## src/rtl/mole_sequencer_if.sv

```systemverilog
// mole_sequencer_if: game-control and mole-load signals between sequencer and score tracker
interface mole_sequencer_if;
    logic       gamestart;
    logic       molehit;
    logic       enable;
    logic [7:0] input_pos;
    logic       gameend;
    logic [7:0] round_cnt;

    modport master (
        input  gamestart, molehit,
        output enable, input_pos, gameend, round_cnt
    );

    modport slave (
        output gamestart, molehit,
        input  enable, input_pos, gameend, round_cnt
    );
endinterface

```

## src/rtl/mole_sequencer.sv

```systemverilog
// mole_sequencer: round sequencer issuing one-hot mole positions, load/clear strobes and game end
module mole_sequencer #(
    parameter int unsigned ON_TICKS   = 100000000,
    parameter int unsigned OFF_TICKS  = 25000000,
    parameter int unsigned NUM_ROUNDS = 30,
    parameter logic [15:0] LFSR_SEED  = 16'hACE1
) (
    input logic             CLK100MHZ,
    input logic             reset,
    mole_sequencer_if.master bus
);
    localparam int unsigned MAX_TICKS = (ON_TICKS > OFF_TICKS) ? ON_TICKS : OFF_TICKS;
    localparam int TW = $clog2(MAX_TICKS);

    typedef enum logic [2:0] {IDLE, LOAD, SHOW, GAP, DONE} state_t;

    state_t        state, state_nxt;
    logic [TW-1:0] timer, timer_nxt;
    logic [15:0]   lfsr;
    logic          en, en_nxt;
    logic [7:0]    pos, pos_nxt;
    logic          over, over_nxt;
    logic [7:0]    cnt, cnt_nxt;
    logic [2:0]    prev_idx, prev_idx_nxt;
    logic          prev_valid, prev_valid_nxt;
    logic          load;
    logic [2:0]    cand, pick;

    assign cand = lfsr[2:0];
    assign pick = (prev_valid && cand == prev_idx) ? cand + 3'd1 : cand;

    assign bus.enable    = en;
    assign bus.input_pos = pos;
    assign bus.gameend   = over;
    assign bus.round_cnt = cnt;

    // Register state, timer, outputs and mole history; the LFSR free-runs even when idle
    always_ff @(posedge CLK100MHZ) begin
        if (reset) begin
            state      <= IDLE;
            timer      <= '0;
            lfsr       <= LFSR_SEED;
            en         <= 1'b0;
            pos        <= '0;
            over       <= 1'b0;
            cnt        <= '0;
            prev_idx   <= '0;
            prev_valid <= 1'b0;
        end else begin
            state      <= state_nxt;
            timer      <= timer_nxt;
            lfsr       <= {lfsr[14:0], lfsr[15] ^ lfsr[13] ^ lfsr[12] ^ lfsr[10]};
            en         <= en_nxt;
            pos        <= pos_nxt;
            over       <= over_nxt;
            cnt        <= cnt_nxt;
            prev_idx   <= prev_idx_nxt;
            prev_valid <= prev_valid_nxt;
        end
    end

    // Next state and next registered outputs; a low gamestart aborts to IDLE from anywhere
    always_comb begin
        state_nxt      = state;
        timer_nxt      = (timer == '0) ? '0 : timer - TW'(1);
        en_nxt         = 1'b0;
        pos_nxt        = pos;
        over_nxt       = 1'b0;
        cnt_nxt        = cnt;
        prev_idx_nxt   = prev_idx;
        prev_valid_nxt = prev_valid;
        load           = 1'b0;
        case (state)
            IDLE: load = 1'b1;
            LOAD: begin
                state_nxt = SHOW;
                timer_nxt = TW'(ON_TICKS - 1);
            end
            SHOW: if (bus.molehit || timer == '0) begin
                state_nxt = GAP;
                en_nxt    = 1'b1;
                pos_nxt   = '0;
                timer_nxt = TW'(OFF_TICKS - 1);
            end
            GAP: if (timer == '0) begin
                if (cnt == 8'(NUM_ROUNDS)) begin
                    state_nxt = DONE;
                    over_nxt  = 1'b1;
                end else begin
                    load = 1'b1;
                end
            end
            DONE: over_nxt = 1'b1;
            default: state_nxt = IDLE;
        endcase
        if (load) begin
            state_nxt      = LOAD;
            en_nxt         = 1'b1;
            pos_nxt        = 8'd1 << pick;
            cnt_nxt        = cnt + 8'd1;
            prev_idx_nxt   = pick;
            prev_valid_nxt = 1'b1;
        end
        if (!bus.gamestart) begin
            state_nxt      = IDLE;
            timer_nxt      = '0;
            en_nxt         = 1'b0;
            pos_nxt        = '0;
            over_nxt       = 1'b0;
            cnt_nxt        = '0;
            prev_valid_nxt = 1'b0;
        end
    end
endmodule

```

## src/flat_wrapper.sv

```systemverilog
// flat-port wrapper written by rule: the top's interface ports become plain ports
module mole_sequencer_flat 
#(
    parameter int unsigned ON_TICKS   = 100000000,
    parameter int unsigned OFF_TICKS  = 25000000,
    parameter int unsigned NUM_ROUNDS = 30,
    parameter logic [15:0] LFSR_SEED  = 16'hACE1
)
  (CLK100MHZ, reset, bus_gamestart, bus_molehit, bus_enable, bus_input_pos, bus_gameend, bus_round_cnt);
  mole_sequencer_if bus_i ();
  input logic CLK100MHZ;
  input logic reset;
  input wire logic [$bits(bus_i.gamestart)-1:0] bus_gamestart;
  input wire logic [$bits(bus_i.molehit)-1:0] bus_molehit;
  output wire logic [$bits(bus_i.enable)-1:0] bus_enable;
  output wire logic [$bits(bus_i.input_pos)-1:0] bus_input_pos;
  output wire logic [$bits(bus_i.gameend)-1:0] bus_gameend;
  output wire logic [$bits(bus_i.round_cnt)-1:0] bus_round_cnt;
  assign bus_i.gamestart = bus_gamestart;
  assign bus_i.molehit = bus_molehit;
  assign bus_enable = bus_i.enable;
  assign bus_input_pos = bus_i.input_pos;
  assign bus_gameend = bus_i.gameend;
  assign bus_round_cnt = bus_i.round_cnt;
  mole_sequencer #(.ON_TICKS(ON_TICKS), .OFF_TICKS(OFF_TICKS), .NUM_ROUNDS(NUM_ROUNDS), .LFSR_SEED(LFSR_SEED)) u_core (.CLK100MHZ(CLK100MHZ), .reset(reset), .bus(bus_i));
endmodule
```

## config.mk

```make
export PLATFORM = sky130hd
export DESIGN_NAME = mole_sequencer_flat
export DESIGN_NICKNAME = d
export VERILOG_FILES = /design/src/rtl/mole_sequencer_if.sv /design/src/rtl/mole_sequencer.sv /design/src/flat_wrapper.sv
export SDC_FILE = /design/constraint.sdc
export NUM_CORES = 1
export LEC_CHECK = 0
export ABC_AREA = 1
export CORE_AREA = 3 3 88 69
export DETAILED_ROUTE_END_ITERATION = 8
export DIE_AREA = 0 0 91 72
export PLACE_DENSITY_LB_ADDON = 0.3
export SLEW_MARGIN = 20
export SYNTH_ARGS = -nofsm -noshare
export SYNTH_HDL_FRONTEND = slang
export SYNTH_SLANG_ARGS = --single-unit
export TNS_END_PERCENT = 20
```

## constraint.sdc

```tcl
create_clock -name CLK100MHZ -period 3.36 [get_ports CLK100MHZ]
set_input_delay 0.84 -clock CLK100MHZ [delete_from_list [all_inputs] [get_ports CLK100MHZ]]
set_output_delay 0.84 -clock CLK100MHZ [all_outputs]
set_load 0.05 [all_outputs]
```

### Word level (Yosys, flattened, before mapping)

Index checks and enable logic that the tools add are counted.

| word-level totals | value |
|---|---|
| input bits | 4 |
| register bits after elaboration | 68 |

| cells by class | value |
|---|---|
| reduce and logical (&&, ||, !) cells | 12 |
| equality and inequality tests | 13 |
| add/subtract/negate cells | 3 |
| multiplexer cells | 21 |
| shift-type cells | 1 |
| bitwise logic cells | 5 |

Operators by type and width:

| operator | number |
|---|---|
| 2-to-1 mux 27 bit | 2 |
| one-hot mux 27 bit (2 select lines) | 1 |
| logical NOT 27 bit | 1 |
| subtractor 27 x 1 -> 27 bit, second input constant | 1 |
| 2-to-1 mux 8 bit | 3 |
| 2-to-1 mux 3 bit | 4 |
| one-hot mux 3 bit (4 select lines) | 1 |
| inequality test 3 x 1 -> 1 bit, second input constant | 3 |
| adder 8 x 1 -> 8 bit, second input constant | 1 |
| equality test 8 x 5 -> 1 bit, second input constant | 1 |
| 2-to-1 mux 1 bit | 8 |
| inequality test 2 x 1 -> 1 bit, second input constant | 4 |
| AND reduction 4 bit | 2 |
| left shift 1 x 3 -> 8 bit, first input constant | 1 |
| equality test 3 x 2 -> 1 bit, second input constant | 2 |
| one-hot mux 1 bit (2 select lines) | 2 |
| nonzero test 2 bit | 2 |
| OR reduction 2 bit | 2 |
| adder 3 x 1 -> 3 bit, second input constant | 1 |
| equality test 3 x 1 -> 1 bit, second input constant | 1 |
| equality test 3 bit | 1 |
| equality test 3 bit, second input constant | 1 |
| logical NOT 3 bit | 1 |
| OR reduction 3 bit | 1 |
| 5 further kinds | 8 |

### Longest topological paths before layout

Gate-level depths: netlist of the first run.

| logic depth | value |
|---|---|
| word-level depth | 6 |
| gate-level depth with buffers | 13 |
| mapped depth without buffers | 12 |

### Least setup slack after synthesis of the first run

Ideal clock, no wire load.

| timing | value |
|---|---|
| path kind | register to register |
| start | reg u_core.cnt[0] (netlist: u_core.bus.round_cnt[0]) |
| end | reg u_core.cnt[2] (netlist: u_core.bus.round_cnt[2]) |
| path slack | 1.341 ns |
| data required time | 3.243 ns |
| cell stages (with the launch flop) | 14 |
| data arrival time | 1.902 ns |
| cell sequence | dfxtp_1 -> inv_1 -> ha_1 -> inv_1 -> nor2_1 -> nand2_1 -> nor2_2 -> nor2_2 -> nand3_4 -> nand2_4 -> buf_8 -> nand3_1 -> nand2_1 -> nor2_1 |

| between the ends | value |
|---|---|
| longest elaborated chain between the ends | 4 |
| elaborated cells on any way between the ends | 5 |
| those cells by class | add/sub: 1; eq/ne: 1; mux: 3 |

Ends and longest elaborated chain:

| item | line | RTL |
|---|---|---|
| start: declaration | mole_sequencer.sv:23 | `logic [7:0] cnt, cnt_nxt;` |
| start signal: assignment | mole_sequencer.sv:56 | `cnt <= cnt_nxt;` |
| equality test 8 x 5 -> 1 bit | mole_sequencer.sv:86 | `if (cnt == 8'(NUM_ROUNDS)) begin` |
| 2-to-1 mux 1 bit | mole_sequencer.sv:86 |  |
| 2-to-1 mux 1 bit | mole_sequencer.sv:85 | `GAP: if (timer == '0) begin` |
| one-hot mux 1 bit (2 select lines) | mole_sequencer.sv:73 | `case (state)` |

Several ways; a longest one is shown, not always the timed one.
A chain may end at the register's enable or synchronous reset.

### Worst setup path after layout of the first run

| timing | value |
|---|---|
| start | reg u_core.cnt[2] (netlist: u_core.bus.round_cnt[2]) |
| end | out bus_round_cnt[2] |

RTL lines:

| item | line | RTL |
|---|---|---|
| end: declaration | flat_wrapper.sv:18 | `output wire logic [$bits(bus_i.round_cnt)-1:0] bus_round_cnt;` |

No word-level cell between the ends.

==> key figures, run 1 <==
Setup path
  – CP Launch Type: flop
  – Crit path kind: reg -> out
  – Critical path, cell by cell: clkdlybuf4s50_1
  – CP peak stage delay: 0.84 ns
  – R2R Path End: u_core.timer[2]$_SDFF_PP0_
  – R2r startpoint: u_core.timer[0]$_SDFF_PP0_
  – Reg2Reg Depth: 9
  – Required @ worst endpoint: 2.52 ns
  – Crit path DAT: 1.62 ns
  – Buf/Inv on CP: 1
  – Flop-to-flop setup slack: 1.47 ns
  – CP Capture Type: primary output
  – Critical path peak fanout: 7
  – Cell family with most CP delay: buffers and inverters
  – Slowest stage cell, crit path: clkdlybuf4s50_1

CTS
  – Hold Buf Count CTS: 0
  – Clock slew seen by the registers of the worst setup and hold paths: 0.08 ns
  – Cts repair resizes: 0
  – CTS tree: built
  – Clock Path Buffers: 2
  – Worst skew pair latency: 0.34 ns
  – Post-CTS Setup Bufs: 0
  – H-Tree Depth: 3
  – CTS Buf Count: 9
  – Root buffer cell: clkbuf_8
  – CTS sink cnt: 68

Synth
  – Gate count of the mapped netlist: 426
  – Post-synth EDFFs: 0
  – Synthesized flop and latch total: 68
  – Synthesis Warnings: 0
  – Most frequent cell after synthesis: nand2_1
  – Synth Flop Type: dfxtp_1
  – Register area share after synthesis: 41.7%
  – Asr flop ratio synth: 0%
  – Share of the synthesized area in the top cell type: 41.7%
  – Commonest cells in the netlist: nand2_1, dfxtp_1, nor2_1
  – Area leader, netlist: dfxtp_1
  – Count of cell types in the netlist: 35
  – Cells taking the most area after synthesis: dfxtp_1, nand2_1, nor2_1
  – Post-Synthesis Net Count: 434
  – Synthesized cell area: 0.00326 sq mm
  – Mean Syn Cell Area: 7.66 sq um

GRT
  – GRT Total Usage: 21.7%
  – Vias in the first global route: 2575
  – Grt ovf: 0
  – Antenna violations before repair: 0
  – Largest net degree at the start of global routing: 28
  – First-pass GRT wire length: 11600 um

Timing
  – Setup WS post-layout: 0.895 ns
  – RSZ-0062 raised after global routing: false
  – Post-layout min period: 2.46 ns
  – Hold WS: 0.402 ns
  – Rel. slew slack: 61.3%
  – Max Slew Vio Count: 0
  – FMAX: 406 MHz
  – Hold Vio Cnt, Final: 0
  – Tcrit/Tclk final: 73.4%
  – Clock Skews: 0.00951 ns
  – Fin Setup TNS: 0 ns
  – Actual slew at the worst max-slew pin: 0.576 ns
  – Final setup violation count: 0

Die
  – Core footprint: 0.00530 sq mm
  – Row cnt: 23
  – Die area: 0.00655 sq mm
  – I/O Pins: 22
  – DIE HEIGHT: 72 um
  – Starting density of the core: 61.6%
  – Die W: 91 um

Detailed routing
  – Vias: 2793
  – Drt first pass iters: 5
  – WL met3: 483 um
  – Post-DRT Antenna Nets: 0
  – WL/cell: 12.8 um
  – Met1 WL: 3230 um
  – DRT iter0 DRCs: 238
  – Total wire length: 6790 um
  – DR WL met2: 3020 um
  – Max Used Layer: met4
  – DR vias/cell: 5.26
  – # DRC: 0

Run
  – Max-cap violations: 0

Final layout
  – Footprint of the multi-input gates: 0.00165 sq mm
  – Final cell count without fillers: 531
  – FF+latch area: 0.00136 sq mm
  – Layout cell share with drive strength beyond 1: 14.0%
  – Design Area, Final: 0.00371 sq mm
  – Layout fillers: 439
  – P&R area growth vs syn: 13.6%
  – Ant diodes: 0
  – Final layout net count: 459

Placed design
  – Placed cell areas: 0.00351 sq mm
  – Setup WS pre-CTS: 0.870 ns
  – Dpl cells: 515
  – IO buf count: 21
  – Routability cong.: 0.931
  – DPL Wire Length: 4930 um

Power and ir drop
  – P_sw: 0.000906 W
  – Max VDD drop: 0.000586 V
  – P_leak: 1.61 nW
  – Clock share of power: 28.1%
  – Switching share of total power: 37.8%
  – Flop pwr share: 39.7%
  – Cell Pwr Density: 646 mW/mm^2
  – Power Internal: 0.00149 W
  – Comb pwr share: 32.2%

Run status
  – Status: complete, no violations

Hold path
  – Hold Path Depth: 1
  – Hold path startpoint: u_core.lfsr[5]$_SDFF_PP1_
  – WHS Endpoint: u_core.lfsr[6]$_SDFF_PP1_
  – Hold crit path type: reg -> reg
==> layout make-up <==
class	instances	share of cell area, %
sequential	68	36.7
timing repair buffer	23	6.08
tap	75	2.53
clock buffer	9	3.34
clock inverter	7	2.06
inverter	46	4.79
multi-input combinational	303	44.5
==> flip-flops by register name, indices dropped and copies added (netlist names) <==
name,flops
u_core.bus.gameend,1
u_core.bus.enable,1
u_core.lfsr,16
u_core.timer,27
u_core.bus.round_cnt,8
u_core.prev_idx,3
u_core.state,3
u_core.prev_valid,1
u_core.bus.input_pos,8
==> layout by cell type (no fill, tap or decap), types with 2 or more instances in the layout <==
cell	count
dfxtp_1	68
nor2_4	3
nand3_1	35
o21ai_2	10
clkinv_4	3
buf_4	2
nand4_1	5
xor2_1	18
inv_2	5
nand2_2	2
clkbuf_8	9
inv_1	39
nor3_1	10
a21oi_1	33
o21ai_1	3
clkinvlp_4	2
o21ai_0	13
nor2_1	58
or2_2	7
nand2_4	7
and2_1	3
nand2_1	70
ha_1	4
xnor2_1	6
nor2_2	8
clkdlybuf4s50_1	21
==> how the worst max path moves through the flow <==
stage                                         startpoint  slack [ns]                                    to  depth (start not counted)
floorplan           u_core.bus.round_cnt[0]$_SDFFE_PP0P_        1.34  u_core.bus.round_cnt[2]$_SDFFE_PP0P_                         13
global placement                                   reset        0.96            u_core.timer[2]$_SDFF_PP0_                          7
detailed placement                                 reset        0.87            u_core.timer[2]$_SDFF_PP0_                          7
CTS                 u_core.bus.round_cnt[2]$_SDFFE_PP0P_        0.88                      bus_round_cnt[2]                          1
global route        u_core.bus.round_cnt[2]$_SDFFE_PP0P_        0.83                      bus_round_cnt[2]                          1
finish              u_core.bus.round_cnt[2]$_SDFFE_PP0P_        0.90                      bus_round_cnt[2]                          1
==> per-layer routing <==
| metal | global-route usage, % | up-vias |
|---|---|---|
| li1 | - | 1422 |
| met1 | 30.1 | 1262 |
| met2 | 33.9 | 102 |
| met3 | 6.32 | 7 |
| met4 | 5.02 | 0 |
| met5 | 0 | - |
==> kinds of logic (layout without fill, tap and decap cells) <==
| group | Yosys count | count (layout) | share of synthesized area, % |
|---|---|---|---|
| buffers and inverters | 55 | 85 | 7.75 |
| DFF | 68 | 68 | 41.7 |
| and+or+nand+nor | 213 | 213 | 31.4 |
| adders and majority gates | 4 | 4 | 1.53 |
| AOI/OAI and AO/OA | 62 | 62 | 11.2 |
| xor gates and xnor gates | 24 | 24 | 6.44 |
==> power groups by stage <==
| stage | Clock, W | Sequential, W | Combinational (W) |
|---|---|---|---|
| detailed placement | 0 | 0.000966 | 0.000756 |
| floorplan | 0 | 0.000966 | 0.000605 |
| global placement | 0 | 0.000964 | 0.000740 |
| finish | 0.000674 | 0.000950 | 0.000771 |
| global route | 0.000717 | 0.000959 | 0.000860 |
| CTS | 0.000680 | 0.000948 | 0.000765 |
==> through the flow <==
| step | util [%] | total power (W) |
|---|---|---|
| floorplan | - | 0.00157 |
| global placement | 66.2 | 0.00170 |
| detailed placement | 66.2 | 0.00172 |
| CTS | 70.0 | 0.00239 |
| global route | 70.0 | 0.00254 |
| finish | 70.0 | 0.00239 |
Power figures use the tool's default switching activity.
==> inputs of run 2 (changes only) <==
CORE_AREA = 3 3 91 71   (was 3 3 88 69)
DIE_AREA = 0 0 94 74   (was 0 0 91 72)
clock period = 2.3 ns   (was 3.36 ns; I/O delays follow)
==> key figures, run 2 (synthesis results as in run 1) <==
Run status
  – Status: complete, no violations

CTS
  – Clock Path Buffers: 2 (unchanged)
  – Clock slew seen by the registers of the worst setup and hold paths: 0.06 ns (-0.02 ns)
  – Hold Buf Count CTS: 0 (unchanged)
  – CTS sink cnt: 68 (unchanged)
  – Root buffer cell: clkbuf_8
  – Post-CTS Setup Bufs: 0 (unchanged)
  – H-Tree Depth: 3 (unchanged)
  – Worst skew pair latency: 0.34 ns (about the same)
  – CTS Buf Count: 9 (unchanged)
  – CTS tree: built
  – Cts repair resizes: 0 (unchanged)

Final layout
  – Max FFs per register: 27 (unchanged)
  – FF+latch area: 0.00136 sq mm (unchanged)
  – Final layout net count: 459 (unchanged)
  – Layout cell share with drive strength beyond 1: 13.2% (-0.85 points)
  – Most frequent cells in the layout: nand2_1, dfxtp_1, nor2_1
  – Biggest register: u_core.timer
  – Footprint of the multi-input gates: 0.00165 sq mm (unchanged)
  – P&R area growth vs syn: 13.2%
  – Ant diodes: 0 (unchanged)
  – Commonest non-fill, non-tap cell in the layout: nand2_1
  – Layout fillers: 496 (+13%)
  – Design Area, Final: 0.00369 sq mm (-0.34%)
  – Largest registers: u_core.timer (27), u_core.lfsr (16)
  – Final cell count without fillers: 533 (+0.38%)

Detailed routing
  – Total wire length: 6710 um (-1.2%)
  – DR vias/cell: 5.18 (-1.5%)
  – WL/cell: 12.6 um (-1.5%)
  – Vias: 2762 (-1.1%)
  – # DRC: 0 (unchanged)
  – Post-DRT Antenna Nets: 0 (unchanged)
  – Drt first pass iters: 5 (unchanged)
  – DRT iter0 DRCs: 225 (-5.5%)

Power and ir drop
  – Max VDD drop: 0.000595 V (+1.6%)
  – Cell Pwr Density: 934 mW/mm^2 (+45%)
  – P_leak: 1.60 nW (-0.15%)
  – Total power: 0.00345 W (+44%)

Die
  – Die area: 0.00696 sq mm (+6.2%)
  – Core footprint: 0.00571 sq mm (+7.8%)
  – I/O Pins: 22 (unchanged)
  – Row cnt: 24 (+4.3%)
  – Die W: 94 um (+3.3%)
  – DIE HEIGHT: 74 um (+2.8%)
  – Starting density of the core: 57.2% (-4.4 points)

Placed design
  – IO buf count: 21 (unchanged)
  – Routability cong.: 0.989 (+6.2%)
  – Setup WS pre-CTS: 0.344 ns (-0.526 ns)
  – DPL Wire Length: 4990 um (+1.2%)
  – Placed cell areas: 0.00351 sq mm (+0.11%)
  – Dpl cells: 518 (+0.58%)

Setup path
  – Crit path kind: reg -> out
  – Critical path peak fanout: 7 (unchanged)
  – CP Launch Type: flop
  – Flop-to-flop setup slack: 0.41 ns (-1.06 ns)
  – Cell family with most CP delay: buffers and inverters
  – CP peak stage delay: 0.85 ns (about the same)
  – CP Capture Type: primary output
  – R2r startpoint: u_core.timer[0]$_SDFF_PP0_
  – Buf/Inv on CP: 1 (unchanged)
  – Crit path DAT: 1.64 ns (+0.02 ns)
  – Critical path, cell by cell: clkdlybuf4s50_1
  – R2R Path End: u_core.timer[20]$_SDFF_PP0_
  – Slowest stage cell, crit path: clkdlybuf4s50_1
  – Required @ worst endpoint: 1.73 ns (-0.79 ns)
  – Reg2Reg Depth: 9 (unchanged)

Timing
  – Clock Skews: 0.00836 ns (-0.00115 ns)
  – Final setup violation count: 0 (unchanged)
  – Post-layout min period: 2.22 ns
  – Actual slew at the worst max-slew pin: 0.596 ns (+0.0201 ns)
  – Hold Vio Cnt, Final: 0 (unchanged)
  – Rel. slew slack: 60.2% (-1.0 points)
  – Setup WS post-layout: 0.0837 ns (-0.812 ns)
  – FMAX: 451 MHz
  – Tcrit/Tclk final: 96.4%
  – RSZ-0062 raised after global routing: false
  – Max Slew Vio Count: 0 (unchanged)
  – Fin Setup TNS: 0 ns (unchanged)

GRT
  – Grt ovf: 0 (unchanged)
  – Antenna violations before repair: 0 (unchanged)
  – Vias in the first global route: 2411 (-6.4%)
  – First-pass GRT wire length: 11400 um (-2.3%)
  – GRT Total Usage: 20.9% (-0.81 points)
  – Largest net degree at the start of global routing: 28 (unchanged)

Hold path
  – Hold path startpoint: u_core.lfsr[11]$_SDFF_PP1_
  – WHS Endpoint: u_core.lfsr[12]$_SDFF_PP0_
  – Hold Path Depth: 2 (+1)
  – Hold crit path type: reg -> reg

Run
  – Max-cap violations: 0 (unchanged)
[run 2: changes by cell type in the layout (fill, tap and decap cells not counted), sizes merged]
cell | previous run | this run
inv | 45 | 44
clkbuf | 9 | 13
clkinv | 5 | 3
clkinvlp | 2 | 0
[run 2: routing by layer]
layer / global-route usage [%] / wire length [um] / part of all wire, %
met5: 0 / 0 / 0
met2: 28.5 / 2840 / 42
met1: 30.7 / 3270 / 49
met4: 5.77 / 73 / 1.1
met3: 8.09 / 525 / 7.8
[run 2: tightest hold or removal path, delay by kind of cell, from the launching register on]
kind                   cells  cell delay (ns)
and+or+nand+nor            1             0.03
buffers and inverters      1             0.04
DFF                        1             0.30
[run 2: area by class of cell]
class | instances | share of cell area (%)
inverter | 46 | 4.81
sequential | 68 | 36.9
clock inverter | 2 | 0.949
tap | 78 | 2.64
timing repair buffer | 23 | 6.10
clock buffer | 13 | 4.03
multi-input combinational | 303 | 44.6
[run 2: worst max-delay path by stage]
stage | start | end | slack [ns] | depth (start not counted)
2_1_floorplan | u_core.bus.round_cnt[0]$_SDFFE_PP0P_ | u_core.bus.round_cnt[2]$_SDFFE_PP0P_ | 0.28 | 13
3_3_place_gp | reset | u_core.timer[2]$_SDFF_PP0_ | 0.42 | 6
3_5_place_dp | reset | u_core.timer[8]$_SDFF_PP0_ | 0.34 | 6
4_1_cts | u_core.bus.round_cnt[2]$_SDFFE_PP0P_ | bus_round_cnt[2] | 0.09 | 1
5_1_grt | u_core.bus.round_cnt[2]$_SDFFE_PP0P_ | bus_round_cnt[2] | 0.02 | 1
6_report | u_core.bus.round_cnt[2]$_SDFFE_PP0P_ | bus_round_cnt[2] | 0.08 | 1
[run 2: power by group]
group / total, W / internal [W] / switching [W]
clock network: 0.000934 / 0.000524 / 0.000410
logic: 0.00113 / 0.000383 / 0.000746
registers: 0.00139 / 0.00129 / 0.0000996
[run 2: through the flow]
stage	util (%)	hold WS (ns)
3_5_place_dp	61.5	0.397
2_1_floorplan	-	0.388
5_1_grt	64.7	0.419
6_report	64.7	0.400
4_1_cts	64.7	0.402
3_3_place_gp	61.5	0.390
==> inputs of run 3 (changes only) <==
CTS_CLUSTER_SIZE = 16   (was not set)
==> results of run 3 <==
Final layout, timing and power as in run 2 (identical DEF).
